[config.mk]
export PLATFORM = sky130hd
export DESIGN_NAME = run_gen
export DESIGN_NICKNAME = d
export VERILOG_FILES = /design/src/rtl/run_gen.sv
export SDC_FILE = /design/constraint.sdc
export NUM_CORES = 1
export LEC_CHECK = 0
export CAP_MARGIN = 20
export CORE_MARGIN = 2
export CORE_UTILIZATION = 29
export CTS_CLUSTER_SIZE = 10
export DETAILED_ROUTE_END_ITERATION = 16
export DONT_BUFFER_PORTS = 1
export GPL_TIMING_DRIVEN = 0
export PLACE_DENSITY = 0.43
export REMOVE_ABC_BUFFERS = 1
export SYNTH_ARGS = -nofsm -noshare
export SYNTH_HDL_FRONTEND = slang
export SYNTH_SLANG_ARGS = --single-unit
[constraint.sdc]
create_clock -name clk -period 2.6 [get_ports clk]
set_input_delay 0.52 -clock clk [delete_from_list [all_inputs] [get_ports clk]]
set_output_delay 0.52 -clock clk [all_outputs]
set_load 0.005 [all_outputs]
[src/rtl/run_gen.sv]
// run_gen: stimulus generator for the run detector.
// Issues a capture pulse carrying the threshold, then a programmed number of
// above-threshold runs separated by below-or-equal gaps, then a short tail.
// Tracks the event count the detector should report (exp_abv).
// Optional build macro RUN_GEN_LFSR_EN: sample values come from a 4-bit LFSR
// instead of the deterministic thresh+1 / thresh pair.
//
// state  | meaning
// -------+------------------------------------------------------------
// IDLE   | outputs quiet, waiting for start
// CAP    | capture pulse, sig carries the threshold
// RUN    | above-threshold samples for run_len cycles
// GAP    | below-or-equal samples for gap_len cycles
// TAIL   | below-or-equal samples for TAIL cycles after the last run
// DONE   | done pulse (err also set on an unsatisfiable request)
module run_gen #(
  parameter int DET_LEN = 4,
  parameter int TAIL    = 2
) (
  input  logic       clk,
  input  logic       rst,
  input  logic       start,
  input  logic [3:0] thresh,
  input  logic [3:0] run_len,
  input  logic [3:0] gap_len,
  input  logic [3:0] num_runs,
  output logic [3:0] sig,
  output logic       strtCapCmp,
  output logic       busy,
  output logic       done,
  output logic       err,
  output logic [3:0] exp_abv
);

  typedef enum logic [2:0] {
    S_IDLE, S_CAP, S_RUN, S_GAP, S_TAIL, S_DONE
  } state_t;

  localparam logic [4:0] DET_LEN_C = 5'(DET_LEN);
  localparam logic [3:0] TAIL_M1   = 4'(TAIL - 1);

  state_t     state_q;
  logic [3:0] thresh_q, rl_q, gl_q, nr_q;
  logic [3:0] runs_q, cnt_q;
  logic [3:0] sig_q, abv_q;
  logic       strt_q, busy_q, done_q, err_q;
  logic [3:0] above_d, below_d;
  logic       more_runs_d, qualify_d;

`ifdef RUN_GEN_LFSR_EN
  localparam logic [3:0] LFSR_SEED = 4'h9;
  logic [3:0] lfsr_q, lfsr_d;

  // x^4+x^3+1 Fibonacci step
  assign lfsr_d = {lfsr_q[2:0], lfsr_q[3] ^ lfsr_q[2]};

  // LFSR reseeds on accepted start and free-runs while a sequence is active
  always_ff @(posedge clk) begin
    if (rst) begin
      lfsr_q <= LFSR_SEED;
    end else if (state_q == S_IDLE) begin
      if (start) lfsr_q <= LFSR_SEED;
    end else begin
      lfsr_q <= lfsr_d;
    end
  end

  // pseudo-random sample values that still respect the threshold relation
  always_comb begin
    above_d = (lfsr_q > thresh_q) ? lfsr_q : 4'hF;
    below_d = (lfsr_q <= thresh_q) ? lfsr_q : thresh_q;
  end
`else
  // deterministic sample values; equality with thresh counts as not above
  always_comb begin
    above_d = 4'(thresh_q + 4'd1);
    below_d = thresh_q;
  end
`endif

  // run-bookkeeping decisions taken on the last cycle of a run
  always_comb begin
    more_runs_d = (({1'b0, runs_q} + 5'd1) < {1'b0, nr_q});
    qualify_d   = ({1'b0, rl_q} >= DET_LEN_C);
  end

  // sequencing FSM with registered outputs
  always_ff @(posedge clk) begin
    if (rst) begin
      state_q  <= S_IDLE;
      thresh_q <= '0;
      rl_q     <= '0;
      gl_q     <= '0;
      nr_q     <= '0;
      runs_q   <= '0;
      cnt_q    <= '0;
      sig_q    <= '0;
      abv_q    <= '0;
      strt_q   <= 1'b0;
      busy_q   <= 1'b0;
      done_q   <= 1'b0;
      err_q    <= 1'b0;
    end else begin
      strt_q <= 1'b0;
      done_q <= 1'b0;
      err_q  <= 1'b0;
      case (state_q)
        S_IDLE: begin
          sig_q  <= '0;
          busy_q <= 1'b0;
          if (start) begin
            thresh_q <= thresh;
            rl_q     <= (run_len == 4'd0) ? 4'd1 : run_len;
            gl_q     <= (gap_len == 4'd0) ? 4'd1 : gap_len;
            nr_q     <= num_runs;
            runs_q   <= '0;
            abv_q    <= '0;
            if (thresh == 4'hF && num_runs != 4'd0) begin
              state_q <= S_DONE;
              done_q  <= 1'b1;
              err_q   <= 1'b1;
            end else begin
              state_q <= S_CAP;
              strt_q  <= 1'b1;
              busy_q  <= 1'b1;
              sig_q   <= thresh;
            end
          end
        end
        S_CAP: begin
          if (nr_q != 4'd0) begin
            state_q <= S_RUN;
            cnt_q   <= rl_q - 4'd1;
            sig_q   <= above_d;
          end else begin
            state_q <= S_TAIL;
            cnt_q   <= TAIL_M1;
            sig_q   <= below_d;
          end
        end
        S_RUN: begin
          if (cnt_q == 4'd0) begin
            runs_q <= runs_q + 4'd1;
            if (qualify_d && abv_q != 4'hF) abv_q <= abv_q + 4'd1;
            sig_q <= below_d;
            if (more_runs_d) begin
              state_q <= S_GAP;
              cnt_q   <= gl_q - 4'd1;
            end else begin
              state_q <= S_TAIL;
              cnt_q   <= TAIL_M1;
            end
          end else begin
            cnt_q <= cnt_q - 4'd1;
            sig_q <= above_d;
          end
        end
        S_GAP: begin
          if (cnt_q == 4'd0) begin
            state_q <= S_RUN;
            cnt_q   <= rl_q - 4'd1;
            sig_q   <= above_d;
          end else begin
            cnt_q <= cnt_q - 4'd1;
            sig_q <= below_d;
          end
        end
        S_TAIL: begin
          if (cnt_q == 4'd0) begin
            state_q <= S_DONE;
            done_q  <= 1'b1;
            busy_q  <= 1'b0;
            sig_q   <= '0;
          end else begin
            cnt_q <= cnt_q - 4'd1;
            sig_q <= below_d;
          end
        end
        S_DONE: begin
          state_q <= S_IDLE;
          sig_q   <= '0;
          busy_q  <= 1'b0;
        end
        default: state_q <= S_IDLE;
      endcase
    end
  end

  assign sig        = sig_q;
  assign strtCapCmp = strt_q;
  assign busy       = busy_q;
  assign done       = done_q;
  assign err        = err_q;
  assign exp_abv    = abv_q;

endmodule
# Yosys cells after proc, flatten, opt, wreduce, memory -nomap -nowiden
# Cells that the tools add are included.
[classes]
bitwise = 1
n_addsub = 7
eq_ne = 13
n_lt_le_gt_ge = 2
reduce_logical = 19
n_mux = 37
[ops]
columns = ["cell", "n"]
rows = [
  ["$mux W4", 17],
  ["$pmux W4 S6", 1],
  ["$mux W3", 7],
  ["$pmux W4 S2", 2],
  ["$pmux W4 S4", 1],
  ["$pmux W3 S5", 1],
  ["$add A4 B1 Y4 const B", 3],
  ["$logic_not A4 Y1", 3],
  ["$ne A2 B2 Y1 const B", 6],
  ["$reduce_bool A4 Y1", 3],
  ["$sub A4 B1 Y4 const B", 3],
  ["$reduce_and A4 Y1", 2],
  ["$eq A3 B2 Y1 const B", 2],
  ["$eq A3 B3 Y1 const B", 2],
  ["$mux W1", 6],
  ["$reduce_and A2 Y1", 3],
  ["$reduce_bool A6 Y1", 1],
  ["$add A4 B1 Y5 const B", 1],
  ["$lt A5 B4 Y1", 1],
  ["$eq A4 B4 Y1 const B", 1],
  ["$ge A4 B3 Y1 const B", 1],
  ["$ne A4 B4 Y1 const B", 1],
  ["$eq A3 B1 Y1 const B", 1],
  ["$logic_not A3 Y1", 1],
  ["other kinds (8)", 9],
]
[totals]
elab_cells = 92
inputBits = 19
out_inout_bits = 12
regBits = 39

# Depth between registers and ports, before layout
# Gate-level depths: netlist (run 1).
[depth]
word_depth = 5
mapped_depth = 10
depth_no_buf = 9

# Worst setup path after synthesis (run 1)
# No wires, ideal clock.
[synth_timing]
path_type = "reg-to-reg"
startpoint = "register runs_q[0]"
endpoint = "register cnt_q[3]"
setup_time_ns = 0.066
required_ns = 2.534
t_arrival_ns = 2.078
n_path_buf = 1
period_less_slack_ns = 2.144
setup_slack_ns = 0.456
path_stages_with_launch = 10
cell_sequence = "dfxtp_1 ha_1 xor2_1 ha_1 o21ai_1 a21oi_1 or3_1 buf_2 o32a_1 a21oi_2"
[synth_via]
elab_chain_cells = 5
[synth_lines]
columns = ["element", "line", "text"]
rows = [
  ["start, declared", "44", "logic [3:0] runs_q, cnt_q;"],
  ["start signal, assigned", "143", "runs_q <= runs_q + 4'd1;"],
  ["$add A4 B1 Y5", "83", "more_runs_d = (({1'b0, runs_q} + 5'd1) < {1'b0, nr_q});"],
  ["$lt A5 B4 Y1", "83", ""],
  ["$mux W4", "146", "if (more_runs_d) begin"],
  ["$mux W4", "142", "if (cnt_q == 4'd0) begin"],
  ["$pmux W4 S4", "107", "case (state_q)"],
  ["end signal, assigned", "148", "cnt_q <= gl_q - 4'd1;"],
  ["end signal, assigned", "154", "cnt_q <= cnt_q - 4'd1;"],
  ["end signal, assigned", "161", "cnt_q <= rl_q - 4'd1;"],
  ["end, declared", "44", ""],
]
# No other way between the ends.
# A chain may end at the register's enable or synchronous reset.

# Final worst setup path (run 1)
# Same ends and word-level chain as after synthesis.

==> results of run 1 <==
[metal layers]
layer | up-vias | GRT usage (%) | wire [µm]
met5 | - | 0 | 0
met4 | 0 | 5.64 | 113
met3 | 7 | 3.82 | 270
met2 | 44 | 21.9 | 2610
met1 | 931 | 19.8 | 2900
li1 | 1006 | - | -
[timing repair]
item                       in CTS  in global routing
hold buffers                    0                  0
setup endpoints to repair       1                  0
hold endpoints to repair        0                  0
resized for setup               1                  0
[final cells by class]
class,instances,area [µm²],area share [%]
clock buffers,6,82.6,3.34
well taps,102,128,5.16
flip-flops and latches,39,781,31.6
clock inverters,2,35.0,1.42
inverters,14,52.6,2.13
multi-input cells,216,1390,56.4
[worst max-delay path by stage]
stage	start	end	slack [ps]
after global placement	state_q[0]	sig[0]	-6
after detailed placement	state_q[0]	sig[0]	10
final	runs_q[0]	cnt_q[3]	220
after CTS	runs_q[0]	cnt_q[3]	210
after global routing	state_q[0]	sig[0]	80
after floorplan	runs_q[0]	cnt_q[3]	490
[power by group through the flow]
stage	Combinational [mW]	Sequential [mW]	Clock (mW)
floorplan	0.807	0.866	0
global placement	1.02	0.919	0
detailed placement	1.02	0.918	0
CTS	1.03	0.904	0.557
global route	1.16	0.928	0.580
finish	1.02	0.904	0.535
[logic make-up (layout without fill, tap and decap cells)]
logic type / Yosys count / in the layout / share of synthesized area [%]
AO/OA/AOI/OAI: 81 / 81 / 23.3
flip-flops: 39 / 39 / 34.0
adder cells (fa/ha/maj): 12 / 12 / 6.55
AND/OR/NAND/NOR: 110 / 110 / 25.6
buffers and inverters: 30 / 22 / 5.35
XOR/XNOR: 11 / 11 / 4.20
multiplexers: 2 / 2 / 0.927
[per-stage QoR]
| step | instances | worst slack (ps) |
|---|---|---|
| detailed placement | 371 | 10.3 |
| global route | 379 | 77.3 |
| global placement | 371 | -6.18 |
| CTS | 379 | 207 |
| floorplan | 269 | 490 |
| finish | 379 | 219 |
[worst max-delay path, cell delays in order, from the launching register on]
cell     delay [ps]
dfxtp_1         410
ha_1            240
xor2_1          190
ha_1            250
o21ai_1         130
a21oi_1          60
or3_1           480
o32a_1          420
a21oi_2         130
[registers in the layout, indices dropped and copies added (netlist names)]
register	count
below_d	4
err	1
cnt_q	4
strtCapCmp	1
busy	1
rl_q	4
gl_q	4
nr_q	4
exp_abv	4
done	1
state_q	3
runs_q	4
sig	4
[layout by cell type (no fill, tap or decap), types with 3 or more instances in the layout]
cell type / instances
nand3_1: 8
a21oi_1: 31
o21ai_0: 6
nor2b_1: 5
nor3_2: 3
xor2_1: 5
a31oi_1: 5
ha_1: 12
nor2_1: 15
o22ai_1: 4
nor3_1: 18
nor4_1: 3
dfxtp_1: 39
xnor2_1: 6
a32oi_1: 3
nand2_1: 41
inv_1: 12
o21ai_1: 8
clkbuf_8: 6
==> impl_metrics.py, run 1 <==
metrics = {
    "drt": {
        "antenna_left": 0,
        "avgRoutedWirePerCell_um": 15.6,
        "drt-initial-drc-count": 79,
        "drt-total-wl_um": 5900,
        "viasPerCell": 5.25,
        "drc_errors": 0,
        "dr.pass1.iters": 4,
        "via_count": 1988,
    },
    "yosys": {
        "ys_top_cells_by_area": "dfxtp_1, nand2_1, a21oi_1",
        "syn-instance-count": 285,
        "yosysSeqAreaShare_pct": 34.0,
        "synth_common_cells": "nand2_1, dfxtp_1, a21oi_1",
        "synth_top_cell_by_area": "dfxtp_1",
        "synth_cell_types": 56,
        "ys_ff_latch": 39,
        "synth_edf_count": 0,
        "synth_top_area_share_pct": 34.0,
        "yosys_warnings": 0,
        "synth_flop_cell": "dfxtp_1",
        "async_flop_share_pct": 0,
        "syn_avg_cell_area_um2": 8.05,
        "syn_area_mm2": 0.00229,
        "yosysMostFrequentCell": "nand2_1",
    },
    "power_and_ir_drop": {
        "power_density_mw_per_mm2": 993,
        "ir_worst_vdd_mv": 0.297,
        "internal-power_mw": 1.42,
        "power_frac_comb_pct": 41.4,
        "total_power_mw": 2.45,
        "p_leak_nw": 0.891,
        "sw_frac_of_total_pct": 42.1,
        "switchingPower_mw": 1.03,
        "pwr-share-clk_pct": 21.8,
        "power_frac_seq_pct": 36.8,
    },
    "floorplanning": {
        "die_w_um": 92.9,
        "design.die.area_mm2": 0.00864,
        "die_h_um": 92.9,
        "io_pins": 31,
        "rows": 32,
        "initial_core_util_pct": 29.8,
        "core_region_area_mm2": 0.00769,
    },
    "finish": {
        "fillCellCount": 847,
        "area_growth_pct": 7.75,
        "nets": 307,
        "postLayoutCoreUtil_pct": 32.1,
        "drive_gt1_share_pct": 8.66,
        "fin_area_mm2": 0.00247,
        "diodes": 0,
    },
    "placed_design": {
        "post_dp_cell_area_mm2": 0.00235,
        "place.gp.congestion": 0.785,
        "io_buffers": 0,
        "post-dp-hpwl_um": 4110,
    },
    "sta": {
        "finalHoldViolCount": 0,
        "fin_crit_sh_pct": 91.6,
        "max_freq_ghz": 0.420,
        "finalSetupTns_ps": 0,
        "whs_ps": 289,
        "slew_viol_final": 0,
        "max_slew_margin_pct": 38.6,
        "period_minus_slack_ps": 2380,
        "setup-violations-final": 0,
        "fin_skew_ps": 4.90,
        "worstMarginPinSlew_ps": 921,
        "rsz0062_at_grt": "false",
    },
    "clock_tree": {
        "clock_sinks": 39,
        "clk_pin_slew_worst_paths_ps": 80,
        "cts_buffers": 5,
        "post-cts-setup-buffers": 0,
        "cts_root_buf": "clkbuf_8",
        "clock_path_buffers": 2,
        "cts_max_level": 2,
        "cts_tree": "yes",
        "insertion_delay_ps": 290,
    },
    "critical_path": {
        "r2r_cells": 8,
        "r2r_end": "cnt_q[3]",
        "critical_path_class": "reg -> reg",
        "worst-path-max-fanout": 6,
        "cp_data_required_time_ps": 2830,
        "r2r-start": "runs_q[0]",
        "reg2reg_slack_ps": 220,
        "cp.arrival_ps": 2620,
        "critPathLaunchType": "flop",
        "cp-end-kind": "flop",
    },
    "worst_hold_path": {
        "hold_path_depth": 1,
        "hold_path_class": "in -> reg",
        "hold-path-endpoint": "below_d[2]",
        "hp-start": "rst",
    },
    "run": {
        "maxCapViolations": 0,
    },
    "global_route": {
        "grt_max_degree": 36,
        "grt_pass1_wl_um": 9780,
        "first_global_vias": 1928,
        "grt_overflow_total": 0,
        "grt.total_usage_pct": 14.5,
        "antenna_found_initial": 0,
    },
    "outcome": {
        "status": "completed",
    },
}
Note: power is estimated with default switching activity, not from simulation.
==> run 2: changes to the inputs <==
DONT_BUFFER_PORTS = unset   (was 1)
PLACE_DENSITY = 0.48   (was 0.43)
==> run 2 against run 1 <==
Combinational power is 9% higher. Largest power group unchanged. Worst setup slack worse by 51 ps. Largest cell class unchanged. Clock skew hardly changed.
==> impl_metrics.py, run 2 (synthesis gave the netlist of run 1 again) <==
metrics = {
    "floorplanning": {
        "initial_core_util_pct": 29.8,
        "die_w_um": 92.9,
        "io_pins": 31,
        "die_h_um": 92.9,
        "rows": 32,
        "design.die.area_mm2": 0.00864,
        "core_region_area_mm2": 0.00769,
    },
    "power_and_ir_drop": {
        "pwr-share-clk_pct": 17.4,
        "power_frac_comb_pct": 45.6,
        "power_density_mw_per_mm2": 890,
        "total_power_mw": 2.44,
        "switchingPower_mw": 1.07,
        "ir_worst_vdd_mv": 0.402,
        "internal-power_mw": 1.36,
        "p_leak_nw": 0.982,
        "sw_frac_of_total_pct": 44.0,
        "power_frac_seq_pct": 36.9,
    },
    "sta": {
        "slew_viol_final": 0,
        "whs_ps": 477,
        "max_freq_ghz": 0.411,
        "rsz0062_at_grt": "false",
        "setup-violations-final": 0,
        "period_minus_slack_ps": 2430,
        "postLayoutSetupSlackWorst_ps": 167,
        "fin_crit_sh_pct": 93.6,
        "worstMarginPinSlew_ps": 871,
        "fin_skew_ps": 5.23,
        "finalHoldViolCount": 0,
        "max_slew_margin_pct": 41.9,
    },
    "clock_tree": {
        "cts_tree": "yes",
        "clock_path_buffers": 2,
        "clock_sinks": 39,
        "cts_root_buf": "clkbuf_8",
        "cts_max_level": 2,
        "clk_pin_slew_worst_paths_ps": 90,
        "cts_resized": 0,
        "insertion_delay_ps": 290,
        "hold_buffers": 0,
        "post-cts-setup-buffers": 0,
        "cts_buffers": 5,
    },
    "critical_path": {
        "r2r_end": "state_q[1]",
        "cp-end-kind": "flop",
        "cp_common_cell": "ha_1",
        "critical_path_class": "reg -> reg",
        "reg2reg_slack_ps": 170,
        "cp.arrival_ps": 2660,
        "cp_data_required_time_ps": 2830,
        "path_cells": "ha_1, xor2_1, ha_1, o21ai_1, a21oi_1, or3_1, o32a_1, nor3_2",
        "r2r_cells": 8,
        "slowest_stage": "or3_1",
        "slowest_delay_ps": 490,
        "worst-path-max-fanout": 6,
        "critPathLaunchType": "flop",
        "r2r-start": "runs_q[0]",
    },
    "global_route": {
        "antenna_found_initial": 0,
        "grt.total_usage_pct": 14.7,
        "first_global_vias": 2078,
        "grt_max_degree": 36,
        "grt_overflow_total": 0,
        "grt_pass1_wl_um": 10100,
    },
    "drt": {
        "viasPerCell": 5.14,
        "drc_errors": 0,
        "dr.pass1.iters": 5,
        "avgRoutedWirePerCell_um": 14.5,
        "antenna_left": 0,
        "via_count": 2103,
        "drt-total-wl_um": 5910,
        "drt-initial-drc-count": 103,
    },
    "worst_hold_path": {
        "hold_path_class": "reg -> reg",
        "hp-start": "below_d[3]",
        "hold-path-endpoint": "below_d[3]",
        "hold_path_depth": 2,
    },
    "placed_design": {
        "io_buffers": 30,
        "place_ws_ps": -298,
        "place.gp.congestion": 0.783,
        "post-dp-hpwl_um": 4100,
    },
    "finish": {
        "diodes": 0,
        "drive_gt1_share_pct": 8.14,
        "area_growth_pct": 19.4,
        "final_cell_mix": "nand2_1, dfxtp_1, a21oi_1",
        "layout_commonest_cell": "nand2_1",
        "nets": 337,
        "fillCellCount": 839,
    },
    "run": {
        "maxCapViolations": 0,
    },
    "outcome": {
        "status": "completed",
    },
}
==> run 2: metal layers <==
metal  wire length [µm]  global-route usage [%]  vias up
li1                   -                       -     1060
met1               2800                    18.9      992
met2               2860                    25.1       45
met3                173                    2.20        6
met4                 74                    4.78        0
met5                  0                       0        -
==> run 2: cell type report <==
| class | instances | area [µm²] | share of cell area [%] |
|---|---|---|---|
| Sequential cell | 39 | 781 | 28.5 |
| Clock inverter | 3 | 20.0 | 0.731 |
| Inverter | 14 | 52.6 | 1.92 |
| Multi-Input combinational cell | 216 | 1390 | 50.9 |
| Clock buffer | 5 | 68.8 | 2.51 |
| Timing Repair Buffer | 30 | 295 | 10.8 |
| Tap cell | 102 | 128 | 4.66 |
==> run 2: critical path: cells and delay by family, from the launching register on <==
family | cells | cell delay [ps]
AOI/OAI and AO/OA | 3 | 580
xor gates and xnor gates | 1 | 220
adders and majority gates | 2 | 520
DFF | 1 | 410
and+or+nand+nor | 2 | 640
==> run 2: worst max-delay path by stage <==
stage,startpoint,endpoint,slack [ps],depth (start not counted)
final,runs_q[0],state_q[1],170,8
after global routing,runs_q[0],state_q[1],20,8
after CTS,start,exp_abv[1],20,6
after detailed placement,start,exp_abv[1],-300,6
after global placement,rst,exp_abv[2],-500,5
after floorplan,runs_q[0],cnt_q[3],490,8
==> run 2: through the flow <==
step	utilization, %	std cells	TNS [ps]	cell area, µm²
4_1_cts	35.6	409	0	2740
3_5_place_dp	34.4	401	-1810	2650
3_3_place_gp	34.5	401	-4790	2650
6_report	35.6	409	0	2740
2_1_floorplan	-	269	0	2220
5_1_grt	35.6	409	0	2740
==> run 2: power by group through the flow <==
stage                     logic [mW]  registers (mW)  clock network, mW
final                           1.11           0.900              0.424
after global routing            1.27           0.926              0.457
after CTS                       1.11           0.897              0.440
after detailed placement        1.11           0.911                  0
after global placement          1.11           0.908                  0
after floorplan                0.807           0.866                  0
